==> src/rtl/load_store_unit.sv <==
// RV32I load/store unit: one outstanding word-bus access. A load completes 2 cycles after the request at best; errors complete in 1.
// Stall holds the pipeline while the request is pending; each result or error is reported in a one-cycle DONE state.
module load_store_unit #(
    parameter int unsigned TIMEOUT = 255
) (
    input  logic        clk,
    input  logic        reset,
    input  logic        MemRead,
    input  logic        MemWrite,
    input  logic [2:0]  Funct3,
    input  logic [31:0] ALUResult,
    input  logic [31:0] WriteData,
    output logic [31:0] ReadData,
    output logic        Stall,
    output logic        AccessErr,
    output logic        TimeoutErr,
    output logic        BusReq,
    output logic        BusWe,
    output logic [31:0] BusAddr,
    output logic [31:0] BusWData,
    output logic [3:0]  BusWStrb,
    input  logic        BusAck,
    input  logic [31:0] BusRData
);

    typedef enum logic [1:0] {IDLE, REQ, DONE} state_t;

    localparam logic [7:0] TMO_LAST = 8'(TIMEOUT - 1);

    state_t      state;
    logic [7:0]  wait_cnt;
    logic [2:0]  f3_q;
    logic [1:0]  lane_q;

    logic        f3_ok;
    logic        misaligned;
    logic        illegal;
    logic [31:0] st_wdata;
    logic [3:0]  st_strb;
    logic [7:0]  ld_byte;
    logic [15:0] ld_half;
    logic [31:0] ld_ext;

    always_comb begin
        f3_ok = 1'b0;
        case (Funct3)
            3'b000, 3'b001, 3'b010, 3'b100, 3'b101: f3_ok = 1'b1;
            default: f3_ok = 1'b0;
        endcase
    end

    assign misaligned = ((Funct3[1:0] == 2'b01) && ALUResult[0]) ||
                        ((Funct3[1:0] == 2'b10) && (ALUResult[1:0] != 2'b00));

    // Unsigned widths only exist for loads, so a store using them is rejected.
    assign illegal = (MemRead && MemWrite) || !f3_ok || misaligned || (MemWrite && Funct3[2]);

    always_comb begin
        st_wdata = WriteData;
        st_strb  = 4'b1111;
        case (Funct3[1:0])
            2'b00: begin
                st_wdata = {4{WriteData[7:0]}};
                st_strb  = 4'b0001 << ALUResult[1:0];
            end
            2'b01: begin
                st_wdata = {2{WriteData[15:0]}};
                st_strb  = 4'b0011 << ALUResult[1:0];
            end
            default: ;
        endcase
    end

    always_comb begin
        ld_byte = BusRData[7:0];
        case (lane_q)
            2'd1:    ld_byte = BusRData[15:8];
            2'd2:    ld_byte = BusRData[23:16];
            2'd3:    ld_byte = BusRData[31:24];
            default: ld_byte = BusRData[7:0];
        endcase
        ld_half = lane_q[1] ? BusRData[31:16] : BusRData[15:0];
        case (f3_q)
            3'b000:  ld_ext = {{24{ld_byte[7]}}, ld_byte};
            3'b001:  ld_ext = {{16{ld_half[15]}}, ld_half};
            3'b100:  ld_ext = {24'd0, ld_byte};
            3'b101:  ld_ext = {16'd0, ld_half};
            default: ld_ext = BusRData;
        endcase
    end

    assign Stall = ((state == IDLE) && (MemRead || MemWrite)) || (state == REQ);

    always_ff @(posedge clk or posedge reset) begin
        if (reset) begin
            state      <= IDLE;
            wait_cnt   <= '0;
            f3_q       <= '0;
            lane_q     <= '0;
            BusReq     <= 1'b0;
            BusWe      <= 1'b0;
            BusAddr    <= '0;
            BusWData   <= '0;
            BusWStrb   <= '0;
            ReadData   <= '0;
            AccessErr  <= 1'b0;
            TimeoutErr <= 1'b0;
        end else begin
            case (state)
                IDLE: begin
                    if (MemRead || MemWrite) begin
                        if (illegal) begin
                            AccessErr <= 1'b1;
                            ReadData  <= '0;
                            state     <= DONE;
                        end else begin
                            BusReq   <= 1'b1;
                            BusWe    <= MemWrite;
                            BusAddr  <= {ALUResult[31:2], 2'b00};
                            BusWData <= MemWrite ? st_wdata : 32'd0;
                            BusWStrb <= MemWrite ? st_strb : 4'd0;
                            f3_q     <= Funct3;
                            lane_q   <= ALUResult[1:0];
                            wait_cnt <= '0;
                            state    <= REQ;
                        end
                    end
                end
                REQ: begin
                    // An ack arriving on the last permitted cycle still completes normally.
                    if (BusAck) begin
                        BusReq <= 1'b0;
                        if (!BusWe) ReadData <= ld_ext;
                        state  <= DONE;
                    end else if (wait_cnt == TMO_LAST) begin
                        BusReq     <= 1'b0;
                        TimeoutErr <= 1'b1;
                        ReadData   <= '0;
                        state      <= DONE;
                    end else begin
                        wait_cnt <= wait_cnt + 8'd1;
                    end
                end
                DONE: begin
                    AccessErr  <= 1'b0;
                    TimeoutErr <= 1'b0;
                    state      <= IDLE;
                end
                default: state <= IDLE;
            endcase
        end
    end

endmodule

==> config.mk <==
export PLATFORM = sky130hd
export DESIGN_NAME = load_store_unit
export DESIGN_NICKNAME = d
export VERILOG_FILES = /design/src/rtl/load_store_unit.sv
export SDC_FILE = /design/constraint.sdc
export NUM_CORES = 1
export LEC_CHECK = 0
export CAP_MARGIN = 40
export CORE_ASPECT_RATIO = 0.9
export CORE_MARGIN = 5
export CORE_UTILIZATION = 48
export CTS_CLUSTER_SIZE = 24
export DETAILED_ROUTE_END_ITERATION = 7
export GPL_TIMING_DRIVEN = 0
export PLACE_DENSITY = 0.94
export SYNTH_ARGS = -nofsm -noshare
export SYNTH_HDL_FRONTEND = slang
export SYNTH_SLANG_ARGS = --single-unit
==> constraint.sdc <==
create_clock -name clk -period 7.3 [get_ports clk]
set_clock_uncertainty 0.1 [all_clocks]
set_input_delay 1.46 -clock clk [delete_from_list [all_inputs] [get_ports clk]]
set_output_delay 1.46 -clock clk [all_outputs]
set_load 0.02 [all_outputs]
==> impl_metrics.tcl, run 1 <==
set metrics [dict create \
    clk_latency_ps 410 \
    vias 5743 \
    dp_worst_setup_slack_ps 2880 \
    yosysUniqueCellTypes 44 \
    yosys_warnings 0 \
    tightest_slew_ps 842 \
    cts_buffers 17 \
    io_buffers 206 \
    maxCapViolCount 0 \
    intPower_uw 2180 \
    grt_usage_pct 28.8 \
    row_count 37 \
    cts-root-buf "clkbuf_16" \
    fin_ws_ps 2880 \
    fin_setup_tns_ps 0 \
    hpwlAfterDp_um 13800 \
    drive_gt1_share_pct 6.42 \
    h-tree-depth 4 \
    layout.cells.non_filler 1013 \
    startpoint_type "primary input" \
    cp_slowest_cell "clkdlybuf4s50_1" \
    required_ps 5740 \
    core_area_um2 11400 \
    globalplace.congestion 0.948 \
    timing_worst_setup_path_type "in2out" \
    holdWs_ps 373 \
    ios 209 \
    overflow 0 \
    clk_pin_slew_ps 60 \
    endpoint_kind "output port" \
    yosysSeqAreaShare_pct 52.8 \
    async_flop_share_pct 100 \
    setup_violations 0 \
    synthCells 616 \
    cts_hold_buf 0 \
    synth_ff_type "dfrtp_1" \
    switchingPower_uw 1350 \
    pwr-share-comb_pct 43.7 \
    sequentialPowerShare_pct 30.0 \
    cts_buffer_depth 2 \
    antenna_cells 0 \
    hp-class "reg2reg" \
    period_minus_slack_ps 4420 \
    power_leakage_uw 0.00391 \
    final_cell_mix "clkdlybuf4s50_1, nand2_1, dfrtp_1" \
    clockPowerShare_pct 26.3 \
    crit_fanout 4 \
    routed_wl_um 19600 \
    wl_per_cell_um 19.4 \
    grt_pass1_wl_um 30800 \
    cp.arrival_ps 2860 \
    fin_nets 950 \
    tritoncts "done" \
    grt_pass1_vias 5952 \
    path_cells "clkdlybuf4s50_1, nor3_1, nor2_1, clkdlybuf4s50_1" \
    finalCritPeriodShare_pct 60.6 \
    dpl.cell_count 981 \
    path_buf_inv 2 \
    antenna_found_initial 0 \
    avgSynthCellArea_um2 9.01 \
    start_util_pct 48.7 \
    dieHeight_um 112 \
    dr.pass1.iters 6 \
    max_freq_mhz 226 \
    slew_violations 0 \
    die-area_um2 13800 \
    status "complete, no violations" \
    vias_per_cell 5.67 \
    path_common_cell "clkdlybuf4s50_1" \
    postCtsSetupBuffers 0 \
    crit_family "buffers and inverters" \
    cts_resized 0 \
    drt_first_iter_violations 674 \
    area_growth_syn_to_layout_pct 53.3 \
    clkSinkCount 117 \
    ant_nets 0 \
    yosys_register_bits 117 \
    rsz0062_at_grt "false" \
    ir_drop_v 0.000300 \
    cpPeakStageDelay_ps 640 \
    relSlewSlack_pct 43.6 \
    layout.cells.most_common "clkdlybuf4s50_1" \
    hold_violations 0 \
    drc_errors 0 \
    pwr_density_cell_nw_per_um2 415 \
    synth-edff-count 0 \
    finalPower_uw 3530 \
    die_w_um 123 \
    synthesis.area_um2 5550 \
    grt_max_degree 75 \
    swShare_pct 38.4 \
]
-- sequential cells by signal, summed over array words and instances (netlist names) --
signal	count
BusWData	32
ReadData	32
BusAddr	30
wait_cnt	8
BusWStrb	4
f3_q	3
lane_q	2
state	2
AccessErr	1
BusReq	1
BusWe	1
TimeoutErr	1
-- synth_stat cells, types with 2 or more instances --
cell type | n | area, um2
nand2_1 | 182 | 683
dfrtp_1 | 117 | 2930
o21ai_0 | 51 | 255
a21oi_1 | 40 | 200
clkbuf_1 | 31 | 116
mux2i_1 | 24 | 240
nor2_1 | 23 | 86.3
a21o_1 | 16 | 120
inv_1 | 15 | 56.3
o21ai_1 | 14 | 70.1
o31ai_1 | 10 | 75.1
a22o_1 | 9 | 78.8
o22ai_1 | 9 | 56.3
a31oi_1 | 8 | 50.1
mux2_2 | 8 | 90.1
a221oi_1 | 7 | 61.3
buf_2 | 6 | 30.0
or3_1 | 5 | 31.3
buf_1 | 4 | 15.0
nand2b_1 | 3 | 18.8
nand4_1 | 3 | 18.8
nor2b_1 | 3 | 18.8
or4_1 | 3 | 22.5
buf_4 | 2 | 15.0
ha_1 | 2 | 25.0
nor3_1 | 2 | 10.0
or2_2 | 2 | 12.5
-- path summary, 6_finish.rpt --
path	endpoint	from	slack [ps]	cells after the start
max	Stall	MemWrite	2880	4
max reg2reg	ReadData[25]	lane_q[1]	4920	7
min in group asynchronous	BusAddr[19]	reset	1350	2
max in group asynchronous	BusWData[11]	reset	5030	3
min reg2reg	ReadData[19]	ReadData[19]	370	1
min	ReadData[19]	ReadData[19]	370	1
-- metrics by stage --
stage	utilization, %	cell area [um2]
after floorplan	-	5550
after global placement	68.6	7810
after detailed placement	68.9	7850
after CTS	74.7	8510
after global routing	74.7	8510
final	74.7	8510
-- area by class of cell --
cell class	instances	area, um2
flip-flops and latches	117	2930
fillers	802	2880
multi-input cells	442	2390
repair buffers	208	2100
clock buffers	20	457
clock inverters	12	201
well taps	156	195
plain buffers	43	176
inverters	15	61.3
-- routing by layer --
layer / global-route usage [%] / share of wire (%)
met2: 47.6 / 48
met3: 9.60 / 11
met4: 13.7 / 4.1
met1: 33.4 / 37
met5: 0 / 0
-- worst reg2reg max path, cell delays in order (launching register included) --
cell and delay, ps:
dfrtp_1 340, buf_2 180, clkbuf_1 350, a21oi_1 80, o221ai_1 570, buf_2 350, a21oi_1 130, a21o_1 190
-- power groups by stage --
stage | logic [uW] | registers [uW] | clock network [uW]
after global routing | 1660 | 1090 | 970
final | 1540 | 1060 | 929
after global placement | 1480 | 1040 | 0
after floorplan | 549 | 1290 | 0
after CTS | 1540 | 1050 | 937
after detailed placement | 1520 | 1050 | 0
-- logic make-up (layout without fill, tap and decap cells) --
family	count (synthesis)	in the layout	share of synthesized area, %
AND/OR/NAND/NOR	235	235	17.8
AO/OA/AOI/OAI	170	170	18.4
flip-flops	117	117	52.8
buffers and inverters	58	298	4.19
multiplexers	33	33	6.36
adder cells (fa/ha/maj)	2	2	0.451
other	1	2	0.0676
(Power assumes the default switching activity.)
==> run 2: changes to the inputs <==
--- a/config.mk
+++ b/config.mk
@@ -8,11 +8,11 @@
 export CAP_MARGIN = 40
 export CORE_ASPECT_RATIO = 0.9
 export CORE_MARGIN = 5
-export CORE_UTILIZATION = 48
+export CORE_UTILIZATION = 45
 export CTS_CLUSTER_SIZE = 24
 export DETAILED_ROUTE_END_ITERATION = 7
 export GPL_TIMING_DRIVEN = 0
-export PLACE_DENSITY = 0.94
+export PLACE_DENSITY = 0.89
 export SYNTH_ARGS = -nofsm -noshare
 export SYNTH_HDL_FRONTEND = slang
 export SYNTH_SLANG_ARGS = --single-unit
==> constraint.sdc (replaced) <==
create_clock -name clk -period 4.1 [get_ports clk]
set_clock_uncertainty 0.1 [all_clocks]
set_input_delay 0.82 -clock clk [delete_from_list [all_inputs] [get_ports clk]]
set_output_delay 0.82 -clock clk [all_outputs]
set_load 0.02 [all_outputs]
==> impl_metrics.tcl, run 2 (same netlist as run 1, synthesis figures left out) <==
set metrics [dict create \
    maxCapViolCount 0 \
    wl_per_cell_um 18.4 \
    drc_errors 0 \
    slew_violations 0 \
    antenna_found_initial 0 \
    die-area_um2 14700 \
    cts_buffer_depth 2 \
    start_util_pct 45.9 \
    core_area_um2 12100 \
    startpoint_type "primary input" \
    cts-root-buf "clkbuf_16" \
    final_cell_mix "clkdlybuf4s50_1, nand2_1, dfrtp_1" \
    cts_buffers 17 \
    overflow 0 \
    placed_area_um2 7860 \
    ant_nets 0 \
    ios 209 \
    required_ps 3180 \
    grt_pass1_wl_um 29200 \
    clkSinkCount 117 \
    io_buffers 206 \
    postCtsSetupBuffers 0 \
    globalplace.congestion 0.931 \
    pwr_density_cell_nw_per_um2 733 \
    dieHeight_um 115 \
    hold_violations 0 \
    grt_usage_pct 25.6 \
    clk_latency_ps 400 \
    grt_max_degree 60 \
    vias 5607 \
    row_count 38 \
    layout.cells.most_common "clkdlybuf4s50_1" \
    dr.pass1.iters 6 \
    grt_pass1_vias 5675 \
    die_w_um 127 \
    drive_gt1_share_pct 6.30 \
    endpoint_kind "output port" \
    vias_per_cell 5.51 \
    finalCritPeriodShare_pct 77.6 \
    holdWs_ps 370 \
    ir_drop_v 0.000507 \
    drt_first_iter_violations 550 \
    hp-class "reg2reg" \
    crit_fanout 4 \
    reg_top3 "BusWData: 32 flops, ReadData: 32 flops, BusAddr: 30 flops" \
    area_growth_syn_to_layout_pct 53.6 \
    cts_hold_buf 0 \
    h-tree-depth 4 \
    tightest_slew_ps 737 \
    tritoncts "done" \
    hpwlAfterDp_um 13400 \
    relSlewSlack_pct 50.8 \
    power_leakage_uw 0.00391 \
    rsz0062_at_grt "false" \
    routed_wl_um 18700 \
    fin_nets 951 \
    setup_violations 0 \
    period_minus_slack_ps 3180 \
    final_area_um2 8520 \
    clk_pin_slew_ps 50 \
    cp.arrival_ps 2260 \
    timing_worst_setup_path_type "in2out" \
    max_freq_mhz 314 \
    status "complete, no violations" \
    finalPower_uw 6240 \
    cts_resized 0 \
    antenna_cells 0 \
]
-- run 2: cell types whose count changed in the layout (fill, tap and decap cells not counted), sizes merged --
cell / previous run / this run
buf: 14 / 15
clkbuf: 51 / 54
clkinv: 5 / 1
-- run 2: layout make-up --
class                           instances  area, um2
Fill cell                             915       3560
Sequential cell                       117       2930
Multi-Input combinational cell        442       2390
Timing Repair Buffer                  209       2100
Clock buffer                           23        488
Tap cell                              160        200
Buffer                                 43        176
Clock inverter                          8        170
Inverter                               15       61.3
-- run 2: final timing paths --
check                           slack, ps        start           end  cells after the start
worst max-delay path                  920     MemWrite         Stall                      4
worst min-delay path                  370  BusWStrb[0]   BusWStrb[0]                      2
worst max register to register       1830    lane_q[1]  ReadData[25]                      7
worst min register to register        370  BusWStrb[0]   BusWStrb[0]                      2
max in group asynchronous            2460        reset   BusWStrb[2]                      3
min in group asynchronous             760        reset   BusAddr[19]                      2
-- run 2: through the flow --
| step | util [%] | TNS (ps) | worst slack (ps) | std cells |
|---|---|---|---|---|
| 3_5_place_dp | 65.1 | 0 | 853 | 986 |
| 3_3_place_gp | 64.7 | -193040 | -1660 | 983 |
| 5_1_grt | 70.6 | 0 | 845 | 1017 |
| 6_report | 70.6 | 0 | 918 | 1017 |
| 4_1_cts | 70.6 | 0 | 928 | 1017 |
| 2_1_floorplan | - | 0 | 79.2 | 617 |
-- run 2: power breakdown --
group          total (uW)  internal, uW  leakage (uW)  switching, uW
sequential           1860          1580       0.00153            275
clock                1650          1140      0.000315            512
combinational        2730          1180       0.00207           1550
-- run 2: layer usage --
metal / routed length [um] / GRT usage, % / vias to the layer above
met2: 9150 / 43.7 / 321
met4: 379 / 8.08 / 0
met1: 7010 / 29.5 / 2656
met3: 2160 / 10.8 / 46
met5: 0 / 0 / -
li1: - / - / 2584
-- run 2: worst max-delay path, stage by stage --
cell             delay, ps
clkdlybuf4s50_1        520
nor3_1                  70
nor2_1                 200
clkdlybuf4s50_1        650
